==> config.mk <==
export PLATFORM = sky130hd
export DESIGN_NAME = serial_frame_tx
export DESIGN_NICKNAME = d
export VERILOG_FILES = /design/src/rtl/serial_frame_tx.sv
export SDC_FILE = /design/constraint.sdc
export NUM_CORES = 1
export LEC_CHECK = 0
export CAP_MARGIN = 20
export CORE_UTILIZATION = 57
export DETAILED_ROUTE_END_ITERATION = 10
export GPL_TIMING_DRIVEN = 0
export MAX_ROUTING_LAYER = met4
export PLACE_DENSITY_LB_ADDON = 0.05
export SYNTH_ARGS = -nofsm -noshare
export SYNTH_HDL_FRONTEND = slang
export SYNTH_SLANG_ARGS = --single-unit
==> constraint.sdc <==
create_clock -name clock -period 3.4 [get_ports clock]
set_input_delay 0.85 -clock clock [delete_from_list [all_inputs] [get_ports clock]]
set_output_delay 0.85 -clock clock [all_outputs]
set_load 0.005 [all_outputs]
==> src/rtl/serial_frame_tx.sv <==
// rtl/serial_frame_tx.sv - serial frame transmitter (start, data LSB first, optional parity, stop bits)
//
// Ports:
//   clock    system clock, rising edge
//   reset    asynchronous, active-low reset
//   data_in  parallel word, sampled when load is accepted in IDLE
//   load     request to start a frame (ignored unless ready)
//   ready    high while idle and able to accept load
//   x_out    serial line, idles high
//   busy     high for every cycle of a frame
//   done     one-cycle pulse during the final stop bit
module serial_frame_tx #(
   parameter int WIDTH      = 8,
   parameter int PARITY_EN  = 1,
   parameter int PARITY_ODD = 0,
   parameter int STOP_BITS  = 1
) (
   input  logic             clock,
   input  logic             reset,
   input  logic [WIDTH-1:0] data_in,
   input  logic             load,
   output logic             ready,
   output logic             x_out,
   output logic             busy,
   output logic             done
);

   typedef enum logic [2:0] {
      S_IDLE,
      S_START,
      S_DATA,
      S_PARITY,
      S_STOP
   } state_t;

   // Anything other than two stop bits falls back to one.
   localparam int         STOPS     = (STOP_BITS == 2) ? 2 : 1;
   localparam logic [4:0] LAST_DATA = 5'(WIDTH - 1);
   localparam logic [4:0] LAST_STOP = 5'(STOPS - 1);
   localparam logic       PAR_INIT  = (PARITY_ODD != 0) ? 1'b1 : 1'b0;
   localparam logic       ONE_STOP  = (STOPS == 1) ? 1'b1 : 1'b0;

   state_t           state_q, state_d;
   logic [WIDTH-1:0] shreg_q, shreg_d;
   logic [4:0]       cnt_q, cnt_d;
   logic             par_q, par_d;
   logic             x_out_q, x_out_d;
   logic             busy_q, busy_d;
   logic             done_q, done_d;

   // x_out is registered, so each state computes the line value for the
   // cycle that follows it. The data bit is therefore fetched from the
   // shift register one cycle before it appears on the line.
   always_comb begin
      state_d = state_q;
      shreg_d = shreg_q;
      cnt_d   = cnt_q;
      par_d   = par_q;
      x_out_d = x_out_q;
      busy_d  = busy_q;
      done_d  = 1'b0;

      case (state_q)
         S_IDLE: begin
            x_out_d = 1'b1;
            busy_d  = 1'b0;
            if (load) begin
               shreg_d = data_in;
               par_d   = PAR_INIT;
               state_d = S_START;
               x_out_d = 1'b0;
               busy_d  = 1'b1;
            end
         end

         S_START: begin
            state_d = S_DATA;
            cnt_d   = 5'd0;
            x_out_d = shreg_q[0];
            par_d   = par_q ^ shreg_q[0];
            shreg_d = shreg_q >> 1;
         end

         S_DATA: begin
            if (cnt_q == LAST_DATA) begin
               cnt_d = 5'd0;
               if (PARITY_EN != 0) begin
                  state_d = S_PARITY;
                  x_out_d = par_q;
               end else begin
                  state_d = S_STOP;
                  x_out_d = 1'b1;
                  done_d  = ONE_STOP;
               end
            end else begin
               cnt_d   = cnt_q + 5'd1;
               x_out_d = shreg_q[0];
               par_d   = par_q ^ shreg_q[0];
               shreg_d = shreg_q >> 1;
            end
         end

         S_PARITY: begin
            state_d = S_STOP;
            cnt_d   = 5'd0;
            x_out_d = 1'b1;
            done_d  = ONE_STOP;
         end

         S_STOP: begin
            x_out_d = 1'b1;
            if (cnt_q == LAST_STOP) begin
               state_d = S_IDLE;
               cnt_d   = 5'd0;
               busy_d  = 1'b0;
            end else begin
               cnt_d  = cnt_q + 5'd1;
               done_d = ((cnt_q + 5'd1) == LAST_STOP);
            end
         end

         default: begin
            state_d = S_IDLE;
            x_out_d = 1'b1;
            busy_d  = 1'b0;
         end
      endcase
   end

   always_ff @(posedge clock or negedge reset) begin
      if (!reset) begin
         state_q <= S_IDLE;
         shreg_q <= '0;
         cnt_q   <= 5'd0;
         par_q   <= 1'b0;
         x_out_q <= 1'b1;
         busy_q  <= 1'b0;
         done_q  <= 1'b0;
      end else begin
         state_q <= state_d;
         shreg_q <= shreg_d;
         cnt_q   <= cnt_d;
         par_q   <= par_d;
         x_out_q <= x_out_d;
         busy_q  <= busy_d;
         done_q  <= done_d;
      end
   end

   assign ready = (state_q == S_IDLE);
   assign x_out = x_out_q;
   assign busy  = busy_q;
   assign done  = done_q;

endmodule

==> run_results.csv, run 1 <==
group,metric,value,unit
status,status,"finished, final reports clean",
clock_tree,post_cts_buffers,0,
floorplan,core_area,1800,sq um
clock_tree,ctsRootBufferMaster,"clkbuf_4",
yosys,netlist.area_leader.share,0.415,
yosys,syn_inst,112,
clock_tree,insertion_delay,0.31,ns
grt,antenna_found_initial,0,
grt,grt_pass1_vias,835,
worst_setup_path,worst_path_max_delay_cell,"clkdlybuf4s50_1",
grt,grt_max_degree,21,
sta,setup_viol_count_final,0,
sta,slew_headroom,0.396,
detailed_routing,vias,899,
worst_setup_path,required,2.55,ns
grt,grt_pass1_wl,3660,microns
min_path,hold_depth,1,
placed_design,gp_congestion,0.841,
power_and_ir_drop,power.switching,0.456,mW
min_path,min_path_type,"reg -> reg",
floorplan,dieArea,2190,sq um
worst_setup_path,worst-r2r-cell-count,6,
clock_tree,numCtsBuffers,3,
power_and_ir_drop,powerDensity,905,nW/um^2
grt,track_usage,0.248,
detailed_routing,viasPerCell,5.80,
sta,fin_crit,2.77,ns
clock_tree,holdBufCountCts,0,
worst_setup_path,critPathMostFrequentCell,"clkbuf_1",
power_and_ir_drop,pwr-share-clk,0.157,
power_and_ir_drop,p_seq_frac,0.329,
floorplan,start_util,0.635,
min_path,hold_start,"shreg_q[1]",
sta,finalCritPeriodShare,0.813,
floorplan,row_count,15,
flow_run,maxCapViolCount,0,
clock_tree,tritoncts,"yes",
final_layout,fin_nets,144,
yosys,synth-edff-count,0,
yosys,syn_area,1140,sq um
power_and_ir_drop,combinationalPowerShare,0.515,
worst_setup_path,path_buf_inv,3,
clock_tree,cts_sinks,20,
sta,slew_violations,0,
yosys,ys.flop_type,"dfrtp_1",
final_layout,drive_gt1_frac,0.177,
yosys,synthTopCellsByArea,"dfrtp_1 42%, mux2_2 14%, o21ai_0 3.1%, nand2b_1 2.7%, mux2i_1 2.6%",
floorplan,dieHeight,46.8,microns
floorplan,die_w,46.8,microns
sta,tns,0,ns
detailed_routing,drt_iter0_markers,22,
worst_setup_path,cpLargestDelayFamily,"buffers and inverters",
yosys,synth-async-reset-ratio,1.00,
worst_setup_path,critPathMaxStageDelay,0.46,ns
clock_tree,ctsLongestPathBuffers,2,
worst_setup_path,crit_fanout,10,
sta,fmax,0.362,GHz
worst_setup_path,worstReg2RegStart,"cnt_q[0]",
placed_design,dp_slack,0.986,ns
yosys,yosysTopAreaCell,"dfrtp_1",
sta,fin_skew,0.00221,ns
power_and_ir_drop,p_sw_frac,0.368,
worst_setup_path,critPathLaunch,"state_q[2]",
yosys,yosysSeqAreaShare,0.438,
yosys,avgSynthCellArea,10.2,sq um
detailed_routing,wl,2200,microns
clock_tree,cts.clk_slew.worst_paths,0.11,ns
detailed_routing,first_pass_iters,4,
placed_design,hpwlAfterDp,1550,microns
worst_setup_path,crit_cells,4,
grt,grt-ovfl-total,0,
worst_setup_path,endpoint_kind,"output port",
power_and_ir_drop,intPower,0.783,mW
placed_design,io_buffer_count,14,
detailed_routing,drc,0,
yosys,synthDistinctLibCells,36,
clock_tree,htreeDepth,1,
detailed_routing,wire_per_inst,14.2,microns
clock_tree,cts.repair.resized,0,
detailed_routing,ant_nets,0,
worst_setup_path,cp.arrival,1.92,ns
floorplan,io_pins,15,
final_layout,diodes,0,
sta,setup_ws,0.635,ns
final_layout,area_delta_synth_final,19.6,%
sta,hold_violations,0,
worst_setup_path,path_class,"reg -> out",
worst_setup_path,path_cells,"clkbuf_1 > clkbuf_1 > nor3_1 > clkdlybuf4s50_1",
yosys,ys_ff_latch,20,
power_and_ir_drop,ir_drop,527,uV
yosys,synth.yosys.warnings,0,
yosys,syn_nets,125,
power_and_ir_drop,p_leak,0.569,nW
worst_setup_path,startpoint_type,"flop",
sta,grt_setup_unrepaired,"false",
sta,worstMarginPinSlew,0.903,ns
==> flip-flops by register name, indices dropped and copies added (netlist names) <==
name	flops
state_q	3
done	1
x_out	1
cnt_q	5
busy	1
par_q	1
shreg_q	8
==> kinds of logic (layout without fill, tap and decap cells) <==
| group | Yosys count | after routing | synth area share |
|---|---|---|---|
| xor gates and xnor gates | 1 | 1 | 0.00765 |
| and+or+nand+nor | 35 | 35 | 0.174 |
| muxes | 18 | 18 | 0.174 |
| adders and majority gates | 2 | 2 | 0.0219 |
| DFF | 20 | 20 | 0.438 |
| buffers and inverters | 13 | 31 | 0.0448 |
| AOI/OAI and AO/OA | 23 | 23 | 0.140 |
==> path summary, 6_finish.rpt <==
kind | end | slack [ns]
worst min-delay path | shreg_q[1] | 0.50
worst max register to register | shreg_q[4] | 1.21
min in group asynchronous | par_q | 1.04
max in group asynchronous | done | 1.81
worst max-delay path | ready | 0.63
worst min register to register | shreg_q[1] | 0.50
==> synth_stat cells, types with 3 or more instances <==
cell type  count
o22ai_1        3
nor3_1         5
clkbuf_1       6
o21ai_0        7
inv_1          5
mux2_2        14
nand2_1        7
nor2b_1        4
mux2i_1        3
dfrtp_1       19
nor2_1         5
nand2b_1       5
==> per-stage QoR <==
| stage | utilization | power [mW] | hold slack, ns | cells | instance area [sq um] |
|---|---|---|---|---|---|
| final | 0.760 | 1.24 | 0.500 | 155 | 1370 |
| after global routing | 0.760 | 1.34 | 0.520 | 155 | 1370 |
| after CTS | 0.760 | 1.25 | 0.503 | 155 | 1370 |
| after detailed placement | 0.731 | 1.05 | 0.475 | 151 | 1320 |
| after global placement | 0.731 | 1.02 | 0.463 | 151 | 1320 |
| after floorplan | - | 0.874 | 0.452 | 112 | 1140 |
==> routing by layer <==
metal / wire [microns] / global-route usage / share of wire
met3: 68 / 0.0231 / 0.031
met2: 1040 / 0.389 / 0.47
met5: 0 / - / 0
met1: 1050 / 0.331 / 0.48
met4: 40 / 0.103 / 0.018
==> power groups by stage <==
stage	Sequential (mW)	Clock, mW	Combinational [mW]
6_report	0.407	0.194	0.638
5_1_grt	0.420	0.206	0.710
4_1_cts	0.407	0.199	0.644
3_5_place_dp	0.412	0	0.640
3_3_place_gp	0.406	0	0.610
2_1_floorplan	0.396	0	0.478
==> layout make-up <==
cell class | count | area [sq um]
multi-input combinational | 79 | 592
sequential | 20 | 502
clock inverter | 1 | 30.0
inverter | 5 | 18.8
buffer | 8 | 32.5
tap | 25 | 31.3
timing repair buffer | 14 | 140
clock buffer | 3 | 22.5
fill | 140 | 433
==> cells in the final DEF, fill, tap and decap left out, types with 4 or more instances in the layout <==
cell type / synthesis / routed
nor2_1: 5 / 5
nor3_1: 5 / 5
clkbuf_1: 6 / 6
nand2b_1: 5 / 5
clkdlybuf4s50_1: 0 / 14
inv_1: 5 / 5
mux2_2: 14 / 14
dfrtp_1: 19 / 19
o21ai_0: 7 / 7
nor2b_1: 4 / 4
nand2_1: 7 / 7
No activity file was read; power rests on OpenSTA's default activity.
==> run 2: changes to the inputs <==
Settings changed: CORE_UTILIZATION 57 to 48.
Clock period 3.4 ns to 2.5 ns, I/O delays scaled along.
==> run 2 against run 1 <==
  * Power rose by 37%
  * Cell count up 1.3%
  * Critical path type unchanged
  * Hold slack gained 0.013 ns
  * Setup slack got worse by 0.52 ns
  * Combinational power up 35%
  * Critical path depth stayed put
  * Sequential cell count unchanged
  * Routed wire length increased by 7.2%
  * First-iteration DRC count up 32%
==> run_results.csv, run 2 (same netlist as run 1, synthesis figures left out) <==
group,metric,value,unit
status,status,"finished, final reports clean",
sta,fmax,0.418,GHz
sta,grt_setup_unrepaired,"false",
final_layout,post-route-cell-area,1380,sq um
sta,worstMarginPinSlew,0.882,ns
sta,fin_crit,2.39,ns
clock_tree,insertion_delay,0.31,ns
floorplan,start_util,0.513,
final_layout,drive_gt1_frac,0.194,
sta,setup_viol_count_final,0,
power_and_ir_drop,finalPower,1.70,mW
worst_setup_path,worst-r2r-cell-count,6,
detailed_routing,first_pass_iters,4,
worst_setup_path,path_class,"reg -> out",
power_and_ir_drop,p_leak,0.575,nW
clock_tree,ctsRootBufferMaster,"clkbuf_4",
placed_design,io_buffer_count,14,
clock_tree,post_cts_buffers,0,
worst_setup_path,path_buf_inv,3,
sta,tns,0,ns
sta,slew_headroom,0.410,
worst_setup_path,path_cells,"clkbuf_1 > buf_4 > nor3_1 > clkdlybuf4s50_1",
flow_run,maxCapViolCount,0,
clock_tree,cts.clk_slew.worst_paths,0.12,ns
worst_setup_path,endpoint_kind,"output port",
detailed_routing,wl,2350,microns
worst_setup_path,required,1.88,ns
worst_setup_path,cp.arrival,1.76,ns
final_layout,final_common_cell,"dfrtp_1",
sta,finalCritPeriodShare,0.956,
placed_design,hpwlAfterDp,1620,microns
sta,fin_skew,0.00416,ns
clock_tree,cts.repair.resized,1,
grt,grt-ovfl-total,0,
grt,use_met1,0.266,
power_and_ir_drop,powerDensity,1230,nW/um^2
floorplan,dieArea,2580,sq um
sta,slew_violations,0,
placed_design,dpl-instance-area,1320,sq um
floorplan,io_pins,15,
worst_setup_path,crit_fanout,10,
clock_tree,tritoncts,"yes",
detailed_routing,ant_nets,0,
floorplan,row_count,17,
worst_setup_path,startpoint_type,"flop",
floorplan,dieHeight,50.8,microns
grt,grt_max_degree,21,
final_layout,diodes,0,
grt,met3_usage,0.0417,
floorplan,die_w,50.8,microns
sta,hold_slack,0.512,ns
clock_tree,holdBufCountCts,0,
detailed_routing,viasPerCell,5.78,
final_layout,area_delta_synth_final,20.2,%
grt,use_met2,0.342,
worst_setup_path,critPathMaxStageDelay,0.52,ns
detailed_routing,drc,0,
detailed_routing,wire_per_inst,15.0,microns
detailed_routing,drt_iter0_markers,29,
final_layout,final_cell_mix,"19 x dfrtp_1, 14 x mux2_2, 14 x clkdlybuf4s50_1",
grt,track_usage,0.217,
power_and_ir_drop,ir_drop,659,uV
grt,grt_pass1_wl,3950,microns
final_layout,top_regs,"shreg_q: 8 flops, cnt_q: 5 flops, state_q: 3 flops",
floorplan,core_area,2230,sq um
clock_tree,cts_sinks,20,
placed_design,gp_congestion,0.765,
grt,antenna_found_initial,0,
min_path,hold_depth,1,
clock_tree,ctsLongestPathBuffers,2,
clock_tree,htreeDepth,1,
final_layout,largest_reg_flops,8,
clock_tree,numCtsBuffers,3,
detailed_routing,vias,907,
worst_setup_path,worst_path_max_delay_cell,"clkdlybuf4s50_1",
final_layout,fin_nets,143,
grt,busiest_layer,"met2",
min_path,min_path_type,"reg -> reg",
grt,grt_pass1_vias,896,
worst_setup_path,crit_cells,4,
sta,hold_violations,0,
worst_setup_path,cpLargestDelayFamily,"buffers and inverters",
final_layout,regMostFlops,"shreg_q",
run 2: cell count changes in the layout (fill, tap and decap cells not counted), sizes merged:
cell | before | now
buf | 2 | 3
clkbuf | 9 | 7
run 2: where the power goes:
part	total (mW)	switching, mW	internal (mW)
Sequential	0.569	0.101	0.467
Combinational	0.864	0.421	0.443
Clock	0.266	0.104	0.162
run 2: per-layer routing:
layer  share of wire  vias up
li1                -      437
met1            0.47      444
met2            0.47       22
met3           0.041        4
met4           0.015        0
met5               0        -
run 2: final timing paths:
| kind | from | endpoint | slack [ns] |
|---|---|---|---|
| max | state_q[0] | ready | 0.11 |
| min reg2reg | shreg_q[1] | shreg_q[1] | 0.51 |
| min in group asynchronous | reset | cnt_q[3] | 0.80 |
| max reg2reg | cnt_q[0] | shreg_q[6] | 0.31 |
| min | shreg_q[1] | shreg_q[1] | 0.51 |
| max in group asynchronous | reset | shreg_q[3] | 1.16 |
run 2: area by class of cell:
class                      count  area, sq um
buffer                         7         36.3
clock buffer                   3         22.5
clock inverter                 1         30.0
fill                         206          857
inverter                       5         18.8
multi-input combinational     79          592
sequential                    20          502
tap                           28         35.0
timing repair buffer          14          140
run 2: per-stage QoR:
step	instances	setup slack (ns)	util
floorplan	112	0.553	-
global placement	154	0.330	0.591
detailed placement	154	0.313	0.591
CTS	158	0.0113	0.615
global route	157	0.00845	0.616
finish	157	0.110	0.616
==> run 3: changes to the inputs <==
Settings changed: CORE_UTILIZATION 48 to 57, TNS_END_PERCENT set to 5.
Clock period 2.5 ns to 2.8 ns, I/O delays scaled along.
==> results of run 3 <==
Same layout as run 1 (identical final DEF). Status: finished, final reports clean.
Among the figures that moved: setup slack after placement 0.986 ns -> 0.536 ns; setup slack after layout 0.635 ns -> 0.185 ns; register-to-register setup slack 1.21 ns -> 0.61 ns; total power 1.24 mW -> 1.50 mW; worst IR drop on VDD 527 uV -> 640 uV
